[config.mk]
export PLATFORM = sky130hd
export DESIGN_NAME = id_ex_reg_flat
export DESIGN_NICKNAME = d
export VERILOG_FILES = /design/src/rtl/id_ex_if.sv /design/src/rtl/id_ex_reg.sv /design/src/flat_wrapper.sv
export SDC_FILE = /design/constraint.sdc
export NUM_CORES = 1
export LEC_CHECK = 0
export CAP_MARGIN = 0
export CORE_AREA = 2 2 146 148
export CTS_CLUSTER_SIZE = 12
export DETAILED_ROUTE_END_ITERATION = 8
export DIE_AREA = 0 0 148 150
export HOLD_SLACK_MARGIN = 0.12
export PLACE_DENSITY = 0.81
export RECOVER_POWER = 25
export REMOVE_ABC_BUFFERS = 1
export SYNTH_ARGS = -nofsm -noshare
export SYNTH_HDL_FRONTEND = slang
export SYNTH_SLANG_ARGS = --single-unit
[constraint.sdc]
create_clock -name clk -period 6.05 [get_ports clk]
set_clock_uncertainty 0.05 [all_clocks]
set_input_delay 1.815 -clock clk [delete_from_list [all_inputs] [get_ports clk]]
set_output_delay 1.815 -clock clk [all_outputs]
set_load 0.005 [all_outputs]
[src/rtl/id_ex_if.sv]
// Bundle of decode-side, forwarding and ALU-side signals around the ID/EX register.
interface id_ex_if #(
    parameter int XLEN = 32,
    parameter int RIDX = 5
);
    logic            flush;
    logic            in_valid;
    logic            in_ready;
    logic [XLEN-1:0] in_pc;
    logic [RIDX-1:0] in_rs1;
    logic [RIDX-1:0] in_rs2;
    logic [XLEN-1:0] in_rs1_data;
    logic [XLEN-1:0] in_rs2_data;
    logic [XLEN-1:0] in_imm;
    logic            in_use_imm;
    logic [3:0]      in_alufn;
    logic [RIDX-1:0] in_rd;
    logic            in_rd_we;
    logic            fwd1_we;
    logic [RIDX-1:0] fwd1_rd;
    logic [XLEN-1:0] fwd1_data;
    logic            fwd2_we;
    logic [RIDX-1:0] fwd2_rd;
    logic [XLEN-1:0] fwd2_data;
    logic            out_valid;
    logic            out_ready;
    logic [XLEN-1:0] out_a;
    logic [XLEN-1:0] out_b;
    logic [4:0]      out_shamt;
    logic [3:0]      out_alufn;
    logic [XLEN-1:0] out_store_data;
    logic [XLEN-1:0] out_pc;
    logic [RIDX-1:0] out_rd;
    logic            out_rd_we;

    modport master (
        output flush, in_valid, in_pc, in_rs1, in_rs2, in_rs1_data, in_rs2_data,
               in_imm, in_use_imm, in_alufn, in_rd, in_rd_we,
               fwd1_we, fwd1_rd, fwd1_data, fwd2_we, fwd2_rd, fwd2_data, out_ready,
        input  in_ready, out_valid, out_a, out_b, out_shamt, out_alufn,
               out_store_data, out_pc, out_rd, out_rd_we
    );

    modport slave (
        input  flush, in_valid, in_pc, in_rs1, in_rs2, in_rs1_data, in_rs2_data,
               in_imm, in_use_imm, in_alufn, in_rd, in_rd_we,
               fwd1_we, fwd1_rd, fwd1_data, fwd2_we, fwd2_rd, fwd2_data, out_ready,
        output in_ready, out_valid, out_a, out_b, out_shamt, out_alufn,
               out_store_data, out_pc, out_rd, out_rd_we
    );
endinterface

[src/rtl/id_ex_reg.sv]
// Decode-to-execute pipeline register with operand forwarding that keeps snooping while stalled.
//   state | meaning
//   EMPTY | no instruction held, out_valid low
//   FULL  | instruction held for the ALU, operands tracked against forwarding buses
module id_ex_reg #(
    parameter int XLEN = 32,
    parameter int RIDX = 5
) (
    input logic   clk,
    input logic   rst_n,
    id_ex_if.slave bus
);
    typedef enum logic {EMPTY = 1'b0, FULL = 1'b1} state_t;

    state_t          state, state_nxt;
    logic            in_ready, accept, snoop;
    logic [RIDX-1:0] rs1_q, rs2_q, rd_q;
    logic [XLEN-1:0] op1_q, op2_q, imm_q, pc_q;
    logic [XLEN-1:0] op1_nxt, op2_nxt;
    logic            use_imm_q, rd_we_q;
    logic [3:0]      alufn_q;

    // fwd1 (EX/MEM) is younger than fwd2 (MEM/WB), so it wins; x0 is hardwired zero
    function automatic logic [XLEN-1:0] fwd(
        input logic [RIDX-1:0] idx,
        input logic [XLEN-1:0] rf,
        input logic            f1_we,
        input logic [RIDX-1:0] f1_rd,
        input logic [XLEN-1:0] f1_data,
        input logic            f2_we,
        input logic [RIDX-1:0] f2_rd,
        input logic [XLEN-1:0] f2_data
    );
        if (f1_we && f1_rd == idx && idx != '0)
            return f1_data;
        else if (f2_we && f2_rd == idx && idx != '0)
            return f2_data;
        else
            return rf;
    endfunction

    always_comb begin
        in_ready  = (state == EMPTY) || bus.out_ready;
        accept    = bus.in_valid && in_ready && !bus.flush;
        snoop     = (state == FULL) && !bus.out_ready && !bus.flush;
        state_nxt = state;
        case (state)
            EMPTY:   if (accept) state_nxt = FULL;
            FULL:    if (bus.flush || (bus.out_ready && !accept)) state_nxt = EMPTY;
            default: state_nxt = EMPTY;
        endcase
    end

    always_comb begin
        op1_nxt = op1_q;
        op2_nxt = op2_q;
        if (accept) begin
            op1_nxt = fwd(bus.in_rs1, bus.in_rs1_data, bus.fwd1_we, bus.fwd1_rd, bus.fwd1_data,
                          bus.fwd2_we, bus.fwd2_rd, bus.fwd2_data);
            op2_nxt = fwd(bus.in_rs2, bus.in_rs2_data, bus.fwd1_we, bus.fwd1_rd, bus.fwd1_data,
                          bus.fwd2_we, bus.fwd2_rd, bus.fwd2_data);
        end else if (snoop) begin
            op1_nxt = fwd(rs1_q, op1_q, bus.fwd1_we, bus.fwd1_rd, bus.fwd1_data,
                          bus.fwd2_we, bus.fwd2_rd, bus.fwd2_data);
            op2_nxt = fwd(rs2_q, op2_q, bus.fwd1_we, bus.fwd1_rd, bus.fwd1_data,
                          bus.fwd2_we, bus.fwd2_rd, bus.fwd2_data);
        end
    end

    always_ff @(posedge clk or negedge rst_n) begin
        if (!rst_n)
            state <= EMPTY;
        else
            state <= state_nxt;
    end

    always_ff @(posedge clk or negedge rst_n) begin
        if (!rst_n) begin
            rs1_q     <= '0;
            rs2_q     <= '0;
            rd_q      <= '0;
            op1_q     <= '0;
            op2_q     <= '0;
            imm_q     <= '0;
            pc_q      <= '0;
            use_imm_q <= 1'b0;
            rd_we_q   <= 1'b0;
            alufn_q   <= '0;
        end else begin
            op1_q <= op1_nxt;
            op2_q <= op2_nxt;
            if (accept) begin
                rs1_q     <= bus.in_rs1;
                rs2_q     <= bus.in_rs2;
                rd_q      <= bus.in_rd;
                imm_q     <= bus.in_imm;
                pc_q      <= bus.in_pc;
                use_imm_q <= bus.in_use_imm;
                rd_we_q   <= bus.in_rd_we;
                alufn_q   <= bus.in_alufn;
            end
        end
    end

    assign bus.in_ready       = in_ready;
    assign bus.out_valid      = (state == FULL);
    assign bus.out_a          = op1_q;
    assign bus.out_b          = use_imm_q ? imm_q : op2_q;
    assign bus.out_shamt      = use_imm_q ? imm_q[4:0] : op2_q[4:0];
    assign bus.out_alufn      = alufn_q;
    assign bus.out_store_data = op2_q;
    assign bus.out_pc         = pc_q;
    assign bus.out_rd         = rd_q;
    assign bus.out_rd_we      = rd_we_q && (state == FULL);
endmodule

[src/flat_wrapper.sv]
// flat-port wrapper written by rule: the top's interface ports become plain ports
module id_ex_reg_flat 
#(
    parameter int XLEN = 32,
    parameter int RIDX = 5
)
  (clk, rst_n, bus_flush, bus_in_valid, bus_in_pc, bus_in_rs1, bus_in_rs2, bus_in_rs1_data, bus_in_rs2_data, bus_in_imm, bus_in_use_imm, bus_in_alufn, bus_in_rd, bus_in_rd_we, bus_fwd1_we, bus_fwd1_rd, bus_fwd1_data, bus_fwd2_we, bus_fwd2_rd, bus_fwd2_data, bus_out_ready, bus_in_ready, bus_out_valid, bus_out_a, bus_out_b, bus_out_shamt, bus_out_alufn, bus_out_store_data, bus_out_pc, bus_out_rd, bus_out_rd_we);
  id_ex_if #(.XLEN(XLEN), .RIDX(RIDX)) bus_i ();
  input logic clk;
  input logic rst_n;
  input wire logic [$bits(bus_i.flush)-1:0] bus_flush;
  input wire logic [$bits(bus_i.in_valid)-1:0] bus_in_valid;
  input wire logic [$bits(bus_i.in_pc)-1:0] bus_in_pc;
  input wire logic [$bits(bus_i.in_rs1)-1:0] bus_in_rs1;
  input wire logic [$bits(bus_i.in_rs2)-1:0] bus_in_rs2;
  input wire logic [$bits(bus_i.in_rs1_data)-1:0] bus_in_rs1_data;
  input wire logic [$bits(bus_i.in_rs2_data)-1:0] bus_in_rs2_data;
  input wire logic [$bits(bus_i.in_imm)-1:0] bus_in_imm;
  input wire logic [$bits(bus_i.in_use_imm)-1:0] bus_in_use_imm;
  input wire logic [$bits(bus_i.in_alufn)-1:0] bus_in_alufn;
  input wire logic [$bits(bus_i.in_rd)-1:0] bus_in_rd;
  input wire logic [$bits(bus_i.in_rd_we)-1:0] bus_in_rd_we;
  input wire logic [$bits(bus_i.fwd1_we)-1:0] bus_fwd1_we;
  input wire logic [$bits(bus_i.fwd1_rd)-1:0] bus_fwd1_rd;
  input wire logic [$bits(bus_i.fwd1_data)-1:0] bus_fwd1_data;
  input wire logic [$bits(bus_i.fwd2_we)-1:0] bus_fwd2_we;
  input wire logic [$bits(bus_i.fwd2_rd)-1:0] bus_fwd2_rd;
  input wire logic [$bits(bus_i.fwd2_data)-1:0] bus_fwd2_data;
  input wire logic [$bits(bus_i.out_ready)-1:0] bus_out_ready;
  output wire logic [$bits(bus_i.in_ready)-1:0] bus_in_ready;
  output wire logic [$bits(bus_i.out_valid)-1:0] bus_out_valid;
  output wire logic [$bits(bus_i.out_a)-1:0] bus_out_a;
  output wire logic [$bits(bus_i.out_b)-1:0] bus_out_b;
  output wire logic [$bits(bus_i.out_shamt)-1:0] bus_out_shamt;
  output wire logic [$bits(bus_i.out_alufn)-1:0] bus_out_alufn;
  output wire logic [$bits(bus_i.out_store_data)-1:0] bus_out_store_data;
  output wire logic [$bits(bus_i.out_pc)-1:0] bus_out_pc;
  output wire logic [$bits(bus_i.out_rd)-1:0] bus_out_rd;
  output wire logic [$bits(bus_i.out_rd_we)-1:0] bus_out_rd_we;
  assign bus_i.flush = bus_flush;
  assign bus_i.in_valid = bus_in_valid;
  assign bus_i.in_pc = bus_in_pc;
  assign bus_i.in_rs1 = bus_in_rs1;
  assign bus_i.in_rs2 = bus_in_rs2;
  assign bus_i.in_rs1_data = bus_in_rs1_data;
  assign bus_i.in_rs2_data = bus_in_rs2_data;
  assign bus_i.in_imm = bus_in_imm;
  assign bus_i.in_use_imm = bus_in_use_imm;
  assign bus_i.in_alufn = bus_in_alufn;
  assign bus_i.in_rd = bus_in_rd;
  assign bus_i.in_rd_we = bus_in_rd_we;
  assign bus_i.fwd1_we = bus_fwd1_we;
  assign bus_i.fwd1_rd = bus_fwd1_rd;
  assign bus_i.fwd1_data = bus_fwd1_data;
  assign bus_i.fwd2_we = bus_fwd2_we;
  assign bus_i.fwd2_rd = bus_fwd2_rd;
  assign bus_i.fwd2_data = bus_fwd2_data;
  assign bus_i.out_ready = bus_out_ready;
  assign bus_in_ready = bus_i.in_ready;
  assign bus_out_valid = bus_i.out_valid;
  assign bus_out_a = bus_i.out_a;
  assign bus_out_b = bus_i.out_b;
  assign bus_out_shamt = bus_i.out_shamt;
  assign bus_out_alufn = bus_i.out_alufn;
  assign bus_out_store_data = bus_i.out_store_data;
  assign bus_out_pc = bus_i.out_pc;
  assign bus_out_rd = bus_i.out_rd;
  assign bus_out_rd_we = bus_i.out_rd_we;
  id_ex_reg #(.XLEN(XLEN), .RIDX(RIDX)) u_core (.clk(clk), .rst_n(rst_n), .bus(bus_i));
endmodule
==> results.md <==
- The endpoint kind of the worst setup timing path is an output port.
- The relative max-transition margin is -44.7%.
- After synthesis, the cell types taking the most area are sky130_fd_sc_hd__dfrtp_1 (42%), sky130_fd_sc_hd__mux2_2 (15%), sky130_fd_sc_hd__nand2_1 (11%).
- In this run switching power makes up 28.7% of total power.
- The post-synthesis cell count is 951.
- The total wire length is 31,300 µm.
- The number of endpoints failing setup at the final stage is 0.
- The number of hold-slack violations in the final timing report is 0.
- The largest area contributor in the synthesized netlist is sky130_fd_sc_hd__dfrtp_1.
- The detailed router's first-iteration violation count is 609.
- By startpoint and endpoint, the worst setup path is classified as in -> out.
- The setup slack after placement is 1.23 ns.
- Cells fill 64.0% of the core in the end.
- The top-level port count is 375.
- During synthesis, Yosys emitted a total of 0 warnings.
- The portion of total power attributed to sequential cells is 38.0%.
- The synthesized design devotes to its leading area cell type 41.5% of total area.
- The cell with the most instances after synthesis is sky130_fd_sc_hd__nand2_1.
- Max-cap violations in this run came to 1.
- The repair_antennas step left the layout with diodes totalling 0.
- The number of antenna violations at the first check in global routing is 0.
- The quantity of hold-fixing buffers added after cts is 0.
- The register clock-pin slew on the reported worst setup and hold paths is 0.06 ns.
- The proportion of layout cells with a drive suffix above 1 is 14.1%.
- The pre-antenna-repair detailed-routing pass consisted of 5 iterations.
- The die is 150 µm tall.
- By count the netlist is led by sky130_fd_sc_hd__nand2_1 (256), sky130_fd_sc_hd__dfrtp_1 (150), sky130_fd_sc_hd__mux2_2 (117).
- The post-route clock period utilization is 78.8%.
- The critical path startpoint category is a primary input.
- The mean cell area of the mapped netlist is 9.51 µm².
- In this run the worst hold path is classified as reg -> reg.
- The leading register cell type out of synthesis is sky130_fd_sc_hd__dfrtp_1.
- The clock root buffer is sky130_fd_sc_hd__clkbuf_16.
- The number of different library cells used by synthesis comes to 26.
- Setup slack on the critical path of the routed design comes to 1.28 ns.
- The clock net in this run drives a total of 150 sinks.
- The vias after detailed routing is 8,872.
- The pin count of the biggest net entering global routing is 127.
- The critical path data required time is 4.18 ns.
- Across every metal layer, demand over resource in global routing totals 27.2%.
- The first global-routing pass estimated 47,200 µm of wire.
- The post-detailed-route via-to-cell ratio is 5.72.
- The routed length per instance is 20.1 µm.
- The minimum hold slack is 0.452 ns.
- At the worst endpoint, the arrival time is 2.90 ns.
- The clock passes through at most 2 buffers.
- The checks that failed: capacitance limit, slew limit.
- The number of levels the H-tree was split into is 4.
- Of the total power, combinational logic draws 32.9%.
- The clock network power share is 29.1%.
- The growth of design area from synthesis to finish is 46.6%.
- The clock reaches the later pin of the worst-skew pair after 0.43 ns.
- The number of remaining DRC errors is 0.
- The reported leakage power is 5.26 nW.
- After clock tree synthesis, the repair step resized 0 gates.
- The post-synthesis sequential area ratio is 41.5%.
- The instance area at placement is 12,700 µm².
- The run finished, with violations left.
- The global placement routability congestion is 0.844.
- The core area is 20,700 µm².
- The post-route setup TNS is 0 ns.
- The via count of the first global-routing pass came to 8,395.
- The starting utilization of the core area is 43.7%.
- The maximum fanout encountered on the critical timing path is 3.
- Cell internal power was estimated by the tool at 2.58 mW.
- The half-perimeter wire length of the detailed placement result is 21,500 µm.
- Power spread over the standard cell area amounts to 273 nW/µm².
- The remaining number of nets flagged by the antenna check after routing is 0.
- Measured along the x axis, the die boundary spans 148 µm.
- The floorplan has 53 rows.
- After clock tree synthesis, the setup repair step added 0 buffers.
- The overflow left after global routing is 0.
- The TritonCTS clock tree is done.
- For this run, the top clock speed supported by timing is 0.210 GHz.
- The quantity of I/O buffers inserted on ports is 374.
- After routing the design area is 13,300 µm².
- The net switching power is 1.04 mW.
- The max-slew violation count is 87.
- The total CTS buffers is 17.
- The number of flops mapped to enable cells by yosys is 0.
- The minimum period implied by the final worst setup slack is 4.77 ns.
- VDD sags by at most 0.000183 V.
- The total die area is 22,200 µm².
- For flop-to-flop paths, the worst setup slack is 3.07 ns.
- Synthesis inferred 150 register bits.
- Setup repair after global routing left no endpoint under its margin.
- The final net count is 1,494.
- In the synthesized netlist the async set-or-reset flop fraction comes to 100%.
- The cell area after synthesis is 9040 µm².
- The worst-margin pin slew is 2.17 ns.
## flip-flops by register name (all words and copies together) (netlist names), 4 cells and up
signal / count
u_core.bus.out_pc: 32
u_core.imm_q: 32
u_core.bus.out_a: 32
u_core.bus.out_store_data: 32
u_core.rs2_q: 5
u_core.bus.out_alufn: 4
u_core.rs1_q: 5
u_core.bus.out_rd: 5
## cell families after synthesis
kind of cell / Yosys count / share of synthesized area, %
flip-flops: 150 / 41.5
buffers and inverters: 94 / 6.66
AO/OA/AOI/OAI: 135 / 13.4
XOR/XNOR: 40 / 3.87
multiplexers: 117 / 14.6
AND/OR/NAND/NOR: 415 / 20.0
## cell usage in the layout, fill, tap and decap left out, drive strengths merged, types with 19 or more instances in the layout
cell type and instances:
nand4 72, clkdlybuf4s50 373, dfrtp 150, a31oi 66, nand2 256, o221a 64
clkbuf 19, nor2 72, xnor2 32, mux2 117
## power groups by stage
stage | combinational, mW | sequential, mW | clock, mW
after floorplan | 0.449 | 1.36 | 0
after global placement | 1.17 | 1.38 | 0
after detailed placement | 1.20 | 1.39 | 0
after CTS | 1.20 | 1.37 | 1.06
after global routing | 1.27 | 1.40 | 1.12
final | 1.19 | 1.38 | 1.05
## path summary, 6_finish.rpt
path	from	to	cells past startpoint
setup / recovery	bus_out_ready	bus_in_ready	3
hold / removal	u_core.imm_q[29]	u_core.imm_q[29]	1
setup reg to reg	u_core.rs2_q[1]	u_core.bus.out_store_data[27]	6
hold reg to reg	u_core.imm_q[29]	u_core.imm_q[29]	1
max in group asynchronous	rst_n	u_core.use_imm_q	2
min in group asynchronous	rst_n	u_core.imm_q[13]	1
## worst max-delay path, stage by stage
cell                              delay [ns]
sky130_fd_sc_hd__clkdlybuf4s50_1        0.44
sky130_fd_sc_hd__nand2b_1               0.13
sky130_fd_sc_hd__clkdlybuf4s50_1        0.51
## through the flow
step / std cells / power [mW]
finish: 1552 / 3.62
global route: 1552 / 3.78
CTS: 1552 / 3.64
detailed placement: 1520 / 2.59
global placement: 1520 / 2.55
floorplan: 859 / 1.80
## cell type report
cell class / instances / area (µm²)
fillers: 1686 / 7440
clock buffers: 18 / 429
clock inverters: 14 / 140
well taps: 275 / 344
flip-flops and latches: 150 / 3750
repair buffers: 386 / 3860
multi-input cells: 707 / 4720
inverters: 2 / 7.51
## metal layers
| metal | wire length (µm) | part of all wire, % | track usage (%) | up-vias |
|---|---|---|---|---|
| li1 | - | - | - | 4035 |
| met1 | 12100 | 39 | 33.6 | 4309 |
| met2 | 15700 | 50 | 46.3 | 473 |
| met3 | 2800 | 9.0 | 6.77 | 55 |
| met4 | 682 | 2.2 | 9.67 | 0 |
| met5 | 0 | 0 | 0 | - |
(Power assumes the default switching activity.)
